<file path="src/rtl/pc_pkg.sv">
// Shared types and constants for the fetch-address sequencer and its target calculator.
package pc_pkg;

  typedef enum logic [1:0] {
    PC_REL = 2'd0,
    JALR   = 2'd1,
    TRAP   = 2'd2,
    RSVD   = 2'd3
  } redirect_kind_e;

  typedef enum logic [1:0] {
    BOOT  = 2'd0,
    RUN   = 2'd1,
    FAULT = 2'd2
  } pc_state_e;

  localparam int unsigned PC_INCR = 4;

endpackage

</file>
<file path="src/rtl/pc_target_calc.sv">
// Combinational redirect target calculator; also flags targets that violate instruction alignment.
module pc_target_calc
  import pc_pkg::*;
#(
  parameter int              XLEN        = 32,
  parameter logic [XLEN-1:0] TRAP_VECTOR = XLEN'(32'h0000_0100),
  parameter int              ALIGN_BITS  = 2
) (
  input  redirect_kind_e  kind,
  input  logic [XLEN-1:0] pc,
  input  logic [XLEN-1:0] imm,
  input  logic [XLEN-1:0] rs1,
  output logic [XLEN-1:0] target,
  output logic            misaligned
);

  localparam logic [XLEN-1:0] ALIGN_MASK = XLEN'((64'd1 << ALIGN_BITS) - 64'd1);
  localparam logic [XLEN-1:0] BIT0_CLEAR = ~XLEN'(1);

  // Only PC-relative and JALR targets can be misaligned; the trap vector is trusted.
  always_comb begin
    target     = '0;
    misaligned = 1'b0;
    case (kind)
      PC_REL:  target = pc + imm;
      JALR:    target = (rs1 + imm) & BIT0_CLEAR;
      TRAP:    target = TRAP_VECTOR;
      default: target = '0;
    endcase
    if (kind == PC_REL || kind == JALR)
      misaligned = |(target & ALIGN_MASK);
  end

endmodule

</file>
<file path="src/rtl/pc_sequencer.sv">
// Fetch-stage PC sequencer: issues fetch requests over valid/ready, applies redirects with an
// epoch tag, and parks in a fault state on misaligned jump targets until a trap redirect.
module pc_sequencer
  import pc_pkg::*;
#(
  parameter int              XLEN         = 32,
  parameter logic [XLEN-1:0] RESET_VECTOR = '0,
  parameter logic [XLEN-1:0] TRAP_VECTOR  = XLEN'(32'h0000_0100),
  parameter int              ALIGN_BITS   = 2
) (
  input  logic            clk,
  input  logic            reset,
  input  logic            stall,
  output logic            fetch_valid,
  input  logic            fetch_ready,
  output logic [XLEN-1:0] fetch_pc,
  output logic            fetch_epoch,
  input  logic            redirect_valid,
  input  logic [1:0]      redirect_kind,
  input  logic [XLEN-1:0] redirect_pc,
  input  logic [XLEN-1:0] redirect_imm,
  input  logic [XLEN-1:0] redirect_rs1,
  output logic            fault,
  output logic [XLEN-1:0] fault_addr
);

  pc_state_e      state;
  redirect_kind_e kind;
  logic [XLEN-1:0] target;
  logic            misaligned;
  logic            handshake;
  logic            take_trap;
  logic            take_jump;

  assign kind      = redirect_kind_e'(redirect_kind);
  assign handshake = fetch_valid & fetch_ready;
  assign take_trap = redirect_valid && (kind == TRAP);
  assign take_jump = redirect_valid && (kind == PC_REL || kind == JALR);

  pc_target_calc #(
    .XLEN        (XLEN),
    .TRAP_VECTOR (TRAP_VECTOR),
    .ALIGN_BITS  (ALIGN_BITS)
  ) u_target_calc (
    .kind       (kind),
    .pc         (redirect_pc),
    .imm        (redirect_imm),
    .rs1        (redirect_rs1),
    .target     (target),
    .misaligned (misaligned)
  );

  // Redirects take priority over a same-cycle handshake: memory still consumes the old
  // request, but the increment is dropped and the epoch flip marks its response as stale.
  always_ff @(posedge clk or posedge reset) begin
    if (reset) begin
      state       <= BOOT;
      fetch_pc    <= RESET_VECTOR;
      fetch_valid <= 1'b0;
      fetch_epoch <= 1'b0;
      fault       <= 1'b0;
      fault_addr  <= '0;
    end else begin
      case (state)
        BOOT: begin
          state       <= RUN;
          fetch_valid <= 1'b1;
        end
        RUN: begin
          if (take_trap) begin
            fetch_pc    <= TRAP_VECTOR;
            fetch_epoch <= ~fetch_epoch;
            fetch_valid <= 1'b1;
            fault       <= 1'b0;
          end else if (take_jump && misaligned) begin
            state       <= FAULT;
            fault       <= 1'b1;
            fault_addr  <= target;
            fetch_valid <= 1'b0;
          end else if (take_jump) begin
            fetch_pc    <= target;
            fetch_epoch <= ~fetch_epoch;
            fetch_valid <= 1'b1;
          end else begin
            if (handshake)
              fetch_pc <= fetch_pc + XLEN'(PC_INCR);
            // A pending unaccepted request must not be withdrawn by a stall.
            if (!fetch_valid || fetch_ready)
              fetch_valid <= ~stall;
          end
        end
        FAULT: begin
          fetch_valid <= 1'b0;
          if (take_trap) begin
            state       <= RUN;
            fetch_pc    <= TRAP_VECTOR;
            fetch_epoch <= ~fetch_epoch;
            fetch_valid <= 1'b1;
            fault       <= 1'b0;
          end
        end
        default: begin
          state       <= BOOT;
          fetch_valid <= 1'b0;
        end
      endcase
    end
  end

endmodule

</file>
<file path="config.mk">
export PLATFORM = sky130hd
export DESIGN_NAME = pc_sequencer
export DESIGN_NICKNAME = d
export VERILOG_FILES = /design/src/rtl/pc_pkg.sv /design/src/rtl/pc_target_calc.sv /design/src/rtl/pc_sequencer.sv
export SDC_FILE = /design/constraint.sdc
export NUM_CORES = 1
export LEC_CHECK = 0
export ABC_AREA = 1
export BUFFER_PORTS_ARGS = -buffer_cell sky130_fd_sc_hd__buf_2
export CAP_MARGIN = 40
export CORE_ASPECT_RATIO = 1.25
export CORE_MARGIN = 2
export CORE_UTILIZATION = 58
export DETAILED_ROUTE_END_ITERATION = 12
export GPL_TIMING_DRIVEN = 0
export PLACE_DENSITY = 0.93
export SETUP_SLACK_MARGIN = 0.1
export SLEW_MARGIN = 20
export SYNTH_ARGS = -nofsm -noshare
export SYNTH_HDL_FRONTEND = slang
export SYNTH_HIERARCHICAL = 1
export SYNTH_SLANG_ARGS = --single-unit
</file>
<file path="constraint.sdc">
create_clock -name clk -period 2.6 [get_ports clk]
set_input_delay 0.13 -clock clk [delete_from_list [all_inputs] [get_ports clk]]
set_output_delay 0.13 -clock clk [all_outputs]
set_load 0.01 [all_outputs]
</file>
* After elaboration in Yosys (flattened, before gate mapping) *
Cells that the tools add are included.

cells by class
  add/sub/neg operators = 3
  eq/ne operators = 12
  multiplexer cells = 27
  bitwise logic cells = 4
  reductions and logical operators = 15

operators with widths
  cell                                                                   number
  32-bit two-way mux                                                     5
  32-bit case mux with 3 select lines                                    1
  32-bit adder                                                           2
  32-bit case mux with 2 select lines                                    1
  32-bit by 3-bit adder with 32-bit output, second input constant        1
  1-bit two-way mux                                                      13
  3-bit inequality test, second input constant                           3
  3-bit AND reduction                                                    3
  4-bit AND reduction                                                    2
  2-bit two-way mux                                                      3
  2-bit inequality test, second input constant                           3
  2-bit case mux with 3 select lines                                     1
  5-bit inequality test, second input constant                           1
  2-bit by 1-bit equality test with 1-bit output, second input constant  2
  2-bit equality test, second input constant                             2
  2-bit logical NOT                                                      2
  4-bit inequality test, second input constant                           1
  1-bit case mux with 2 select lines                                     2
  1-bit logical AND                                                      3
  1-bit inverter                                                         3
  1-bit case mux with 3 select lines                                     1
  1-bit logical OR                                                       2
  2-bit nonzero test                                                     1
  2-bit OR reduction                                                     1
  other kinds (2)                                                        2

storage, ports and cells
  register bits after elaboration = 69
  output and inout bits = 67

* Depth between registers and ports, before layout *
  depth after elaboration = 8
  mapped depth = 18

* Hierarchy *
Netlist, hierarchy kept.

by module, submodules not included
  module          times used  cells an instance  area each (um^2)  sequential area each (um^2)
  pc_target_calc  1           1080               5123.7            0.0
  pc_sequencer    1           589                4063.9            1726.7

* Worst setup path after synthesis *
Ideal clock, no wire load.

  path type = input-to-reg
  from = input redirect_pc[0]
  to = register fetch_pc[11]
  library setup time = 0.117 ns
  arrival time = 1.791 ns
  data required time = 2.483 ns
  setup slack = 0.691 ns
  stages on the path = 10
  buffers on the path = 1
  cell sequence = ha_1 inv_1 fa_1 o22ai_1 or2_2 nand3_2 nand3_2 buf_6 nand2_1 nand2_1

between the ends
  longest elaborated chain between the ends = 7
  elaborated cells between the ends (all ways) = 11
  those cells by class = add/sub: 1; eq/ne: 1; mux: 6; reduce/logical: 3

RTL lines
  item                                 RTL line              text
  start: declaration                   pc_sequencer.sv:20    input logic [XLEN-1:0] redirect_pc,
  32-bit adder                         pc_target_calc.sv:25  PC_REL: target = pc + imm;
  32-bit case mux with 3 select lines  pc_target_calc.sv:24  case (kind)
  named net target[1]                  pc_sequencer.sv:29    logic [XLEN-1:0] target;
  2-bit OR reduction                   pc_target_calc.sv:31  misaligned = |(target & ALIGN_MASK);
  1-bit two-way mux                    pc_target_calc.sv:30  if (kind == PC_REL || kind == JALR)
  named net misaligned                 pc_sequencer.sv:30    logic misaligned;
  1-bit logical AND                    pc_sequencer.sv:75    end else if (take_jump && misaligned) begin
  3-bit inequality test (no line)      --
  4-bit AND reduction (no line)        --
  end signal: assignment               pc_sequencer.sv:81    fetch_pc <= target;
  end signal: assignment               pc_sequencer.sv:86    fetch_pc <= fetch_pc + XLEN'(PC_INCR);
  end: declaration                     pc_sequencer.sv:16    output logic [XLEN-1:0] fetch_pc,

The timed path passes the listed nets, and every way through them passes these cells. The select of a mux whose other input is x is not followed.
A chain may end at the register's enable or synchronous reset.

* Worst setup path after layout *
  from = input redirect_imm[0]
  to = register fetch_pc[6]

between the ends
  longest elaborated chain between the ends = 7
  elaborated cells between the ends (all ways) = 12
  those cells by class = add/sub: 2; eq/ne: 1; mux: 6; reduce/logical: 3

RTL lines
  item                                     RTL line                                    text
  start: declaration                       pc_sequencer.sv:21                          input logic [XLEN-1:0] redirect_imm,
  32-bit adder (on tied branches)          pc_target_calc.sv:26, pc_target_calc.sv:25
  32-bit case mux with 3 select lines (*)  pc_target_calc.sv:24
  named net target[1]                      pc_sequencer.sv:29
  2-bit OR reduction (*)                   pc_target_calc.sv:31
  1-bit two-way mux (*)                    pc_target_calc.sv:30
  named net misaligned                     pc_sequencer.sv:30
  1-bit logical AND (*)                    pc_sequencer.sv:75
  3-bit inequality test (no line) (*)      --
  4-bit AND reduction (no line) (*)        --

Mark *: on every way through the listed nets, which the timed path passes. The rest lies on a longest branch. The select of a mux whose other input is x is not followed.

==> results.yml <==
timing:
  post-route-period-util_pct: 79.6
  hold_viol: 0
  rsz0062_at_grt: "no"
  fin_crit_ns: 2.07
  drv_slew: 0
  fin_skew_ns: 0.00517
  slew_headroom_pct: 57.6
  final.setup.worst_slack_ns: 0.529
  finalSetupViolCount: 0
  worst_slew_pin_slew_ns: 0.636
  max_freq_ghz: 0.483
logic_synthesis:
  ys.flop_type: "dfrtp_1"
  synth-edff-count: 0
  netlist_area_um2: 9190
  synthTopCellsByArea: "nand2_1 (29%), dfrtp_1 (19%), inv_1 (11%), ha_1 (9.0%), nand3_1 (6.7%)"
  syn_nets: 1840
  async_flop_share_pct: 100
  synth_area_per_cell_um2: 5.50
  ys_ff_latch: 69
  yosysMostFrequentCell: "nand2_1"
  synthTopCellsByCount: "nand2_1 (720), inv_1 (275), nor2_1 (149), nand3_1 (123), dfrtp_1 (69)"
  ys_types: 43
  synthCells: 1669
  ys_seq_area_share_pct: 18.8
  yosysTopAreaCell: "nand2_1"
  synth_top_area_share_pct: 29.4
  yosys_warnings: 6
clock_tree:
  cts_resized: 0
  clock-sinks: 69
  numCtsBuffers: 9
  clockRootBuffer: "clkbuf_16"
  clk_pin_slew_worst_paths_ns: 0.06
  clk_latency_ns: 0.34
  post_cts_buffers: 0
  holdBufCountCts: 2
  clockBufferDepth: 2
  cts_tree: "built"
  htreeDepth: 3
critical_path:
  reg2regPathDepth: 9
  path_class: "input pin to flip-flop"
  max_stage_delay_ns: 0.49
  timing.critical_path.to_type: "flip-flop"
  cp.required_ns: 2.83
  cp.arrival_ns: 2.30
  slowest_stage: "fa_1"
  crit_fanout: 10
  start_kind: "input pin"
  cp_cell_sequence: "buf_2 -> ha_1 -> inv_1 -> fa_1 -> o22ai_1 -> or2_2 -> nand3_2 -> nand3_2 -> buf_6 -> nand2_1 -> nand2_1"
power_and_ir_drop:
  power_per_cell_area_nw_per_um2: 634
  ir_drop_mv: 0.288
  leakagePower_nw: 6.57
global_route:
  track_usage_pct: 35.0
  grt_pass1_wl_um: 46800
  antenna_found_initial: 0
  grt_max_degree: 37
  overflow: 0
  grt_pass1_vias: 9979
place:
  place_hpwl_um: 24600
  dp.cells: 2051
  preCtsSetupSlack_ns: 0.283
  place.port_buffers: 169
  place_congestion: 0.982
floorplanning:
  die_area_um2: 16900
  start_util_pct: 59.0
  core-area_um2: 15600
  die_h_um: 145
  fp.dieW_um: 117
  rows: 51
  boundaryPins: 170
flow_run:
  max-cap-violations: 0
final_layout:
  drive_gt1_share_pct: 15.0
  final_nets: 2023
  fin_cells: 2069
  synthToLayoutAreaGrowth_pct: 15.9
  diodes: 0
route:
  drc: 0
  routed_wl_um: 29700
  drt-pass1-iter-count: 6
  vias_per_cell: 5.30
  vias: 11000
  wl_per_cell_um: 14.4
  dr.first_iter.drc_count: 1088
  antenna_left: 0
hold_path:
  min_path_cells: 6
  hp-class: "input pin to flip-flop"
status:
  status: "complete, no violations"
==> flip-flops by register name (all words and copies together) (netlist names) <==
register,flops
state,2
fault,1
fetch_pc,32
fetch_epoch,1
fetch_valid,1
fault_addr,32
==> path summary, 6_finish.rpt <==
kind | start | end | slack (ns)
max | redirect_imm[0] | fetch_pc[6]$_DFFE_PP0P_ | 0.53
max in group asynchronous | reset | fault_addr[21]$_DFFE_PP0P_ | 1.70
min in group asynchronous | reset | fetch_valid$_DFFE_PP0P_ | 0.35
min | stall | fetch_valid$_DFFE_PP0P_ | 0.26
max reg2reg | state[0]$_DFFE_PP0P_ | fetch_pc[6]$_DFFE_PP0P_ | 0.71
min reg2reg | fault_addr[1]$_DFFE_PP0P_ | fault_addr[1]$_DFFE_PP0P_ | 0.48
==> cells by family after synthesis <==
logic type      share of synthesized area, %
xor+xnor                                1.14
fa+ha+maj                               9.42
flops                                   18.8
buf+inv                                 12.9
mux                                    0.109
simple gates                            50.9
compound gates                          6.66
==> per-layer routing <==
metal	vias up	global-route usage [%]	wire length [um]
li1	5480	-	-
met1	4928	42.0	11800
met2	473	63.4	14900
met3	81	3.04	1830
met4	0	15.4	1180
met5	-	0	0
==> per-stage QoR <==
stage | total power [mW] | setup TNS [ns] | utilization, % | cell area [um2] | hold WS [ns]
6_report | 6.75 | 0 | 68.4 | 10600 | 0.258
5_1_grt | 7.25 | 0 | 68.4 | 10600 | 0.303
4_1_cts | 6.69 | 0 | 68.4 | 10600 | 0.240
3_5_place_dp | 5.39 | 0 | 66.3 | 10300 | 0.178
3_3_place_gp | 5.27 | -2.64 | 66.1 | 10300 | 0.345
2_1_floorplan | 4.16 | 0 | - | 9190 | 0.239
==> area by class of cell <==
class / instances / area, um2
Buffer: 22 / 138
Clock buffer: 9 / 225
Clock inverter: 7 / 82.6
Fill cell: 1487 / 4920
Inverter: 280 / 1050
Multi-Input combinational cell: 1298 / 6270
Sequential cell: 69 / 1730
Tap cell: 212 / 265
Timing Repair Buffer: 172 / 886
==> where the power goes <==
part | switching (mW) | leakage, nW | internal [mW]
sequential | 0.512 | 0.896 | 1.53
clock | 0.509 | 0.145 | 0.757
combinational | 2.16 | 5.53 | 1.28
==> critical path, delay by kind of cell <==
family / cells / cell delay [ns]
AND/OR/NAND/NOR: 5 / 0.95
buffers and inverters: 3 / 0.41
adder cells (fa/ha/maj): 2 / 0.67
AO/OA/AOI/OAI: 1 / 0.13
==> placed cells by master, fill, tap and decap left out, types with 9 or more instances in the layout <==
cell type / instances
nand3b_1: 13
nand3_1: 123
nor2_1: 149
nand2_1: 720
nand2_2: 28
clkbuf_16: 9
o21ai_0: 44
dfrtp_1: 69
and2_1: 10
ha_1: 66
a21oi_1: 53
nor2_2: 14
inv_1: 274
buf_2: 183
Note: power is estimated with default switching activity, not from simulation.
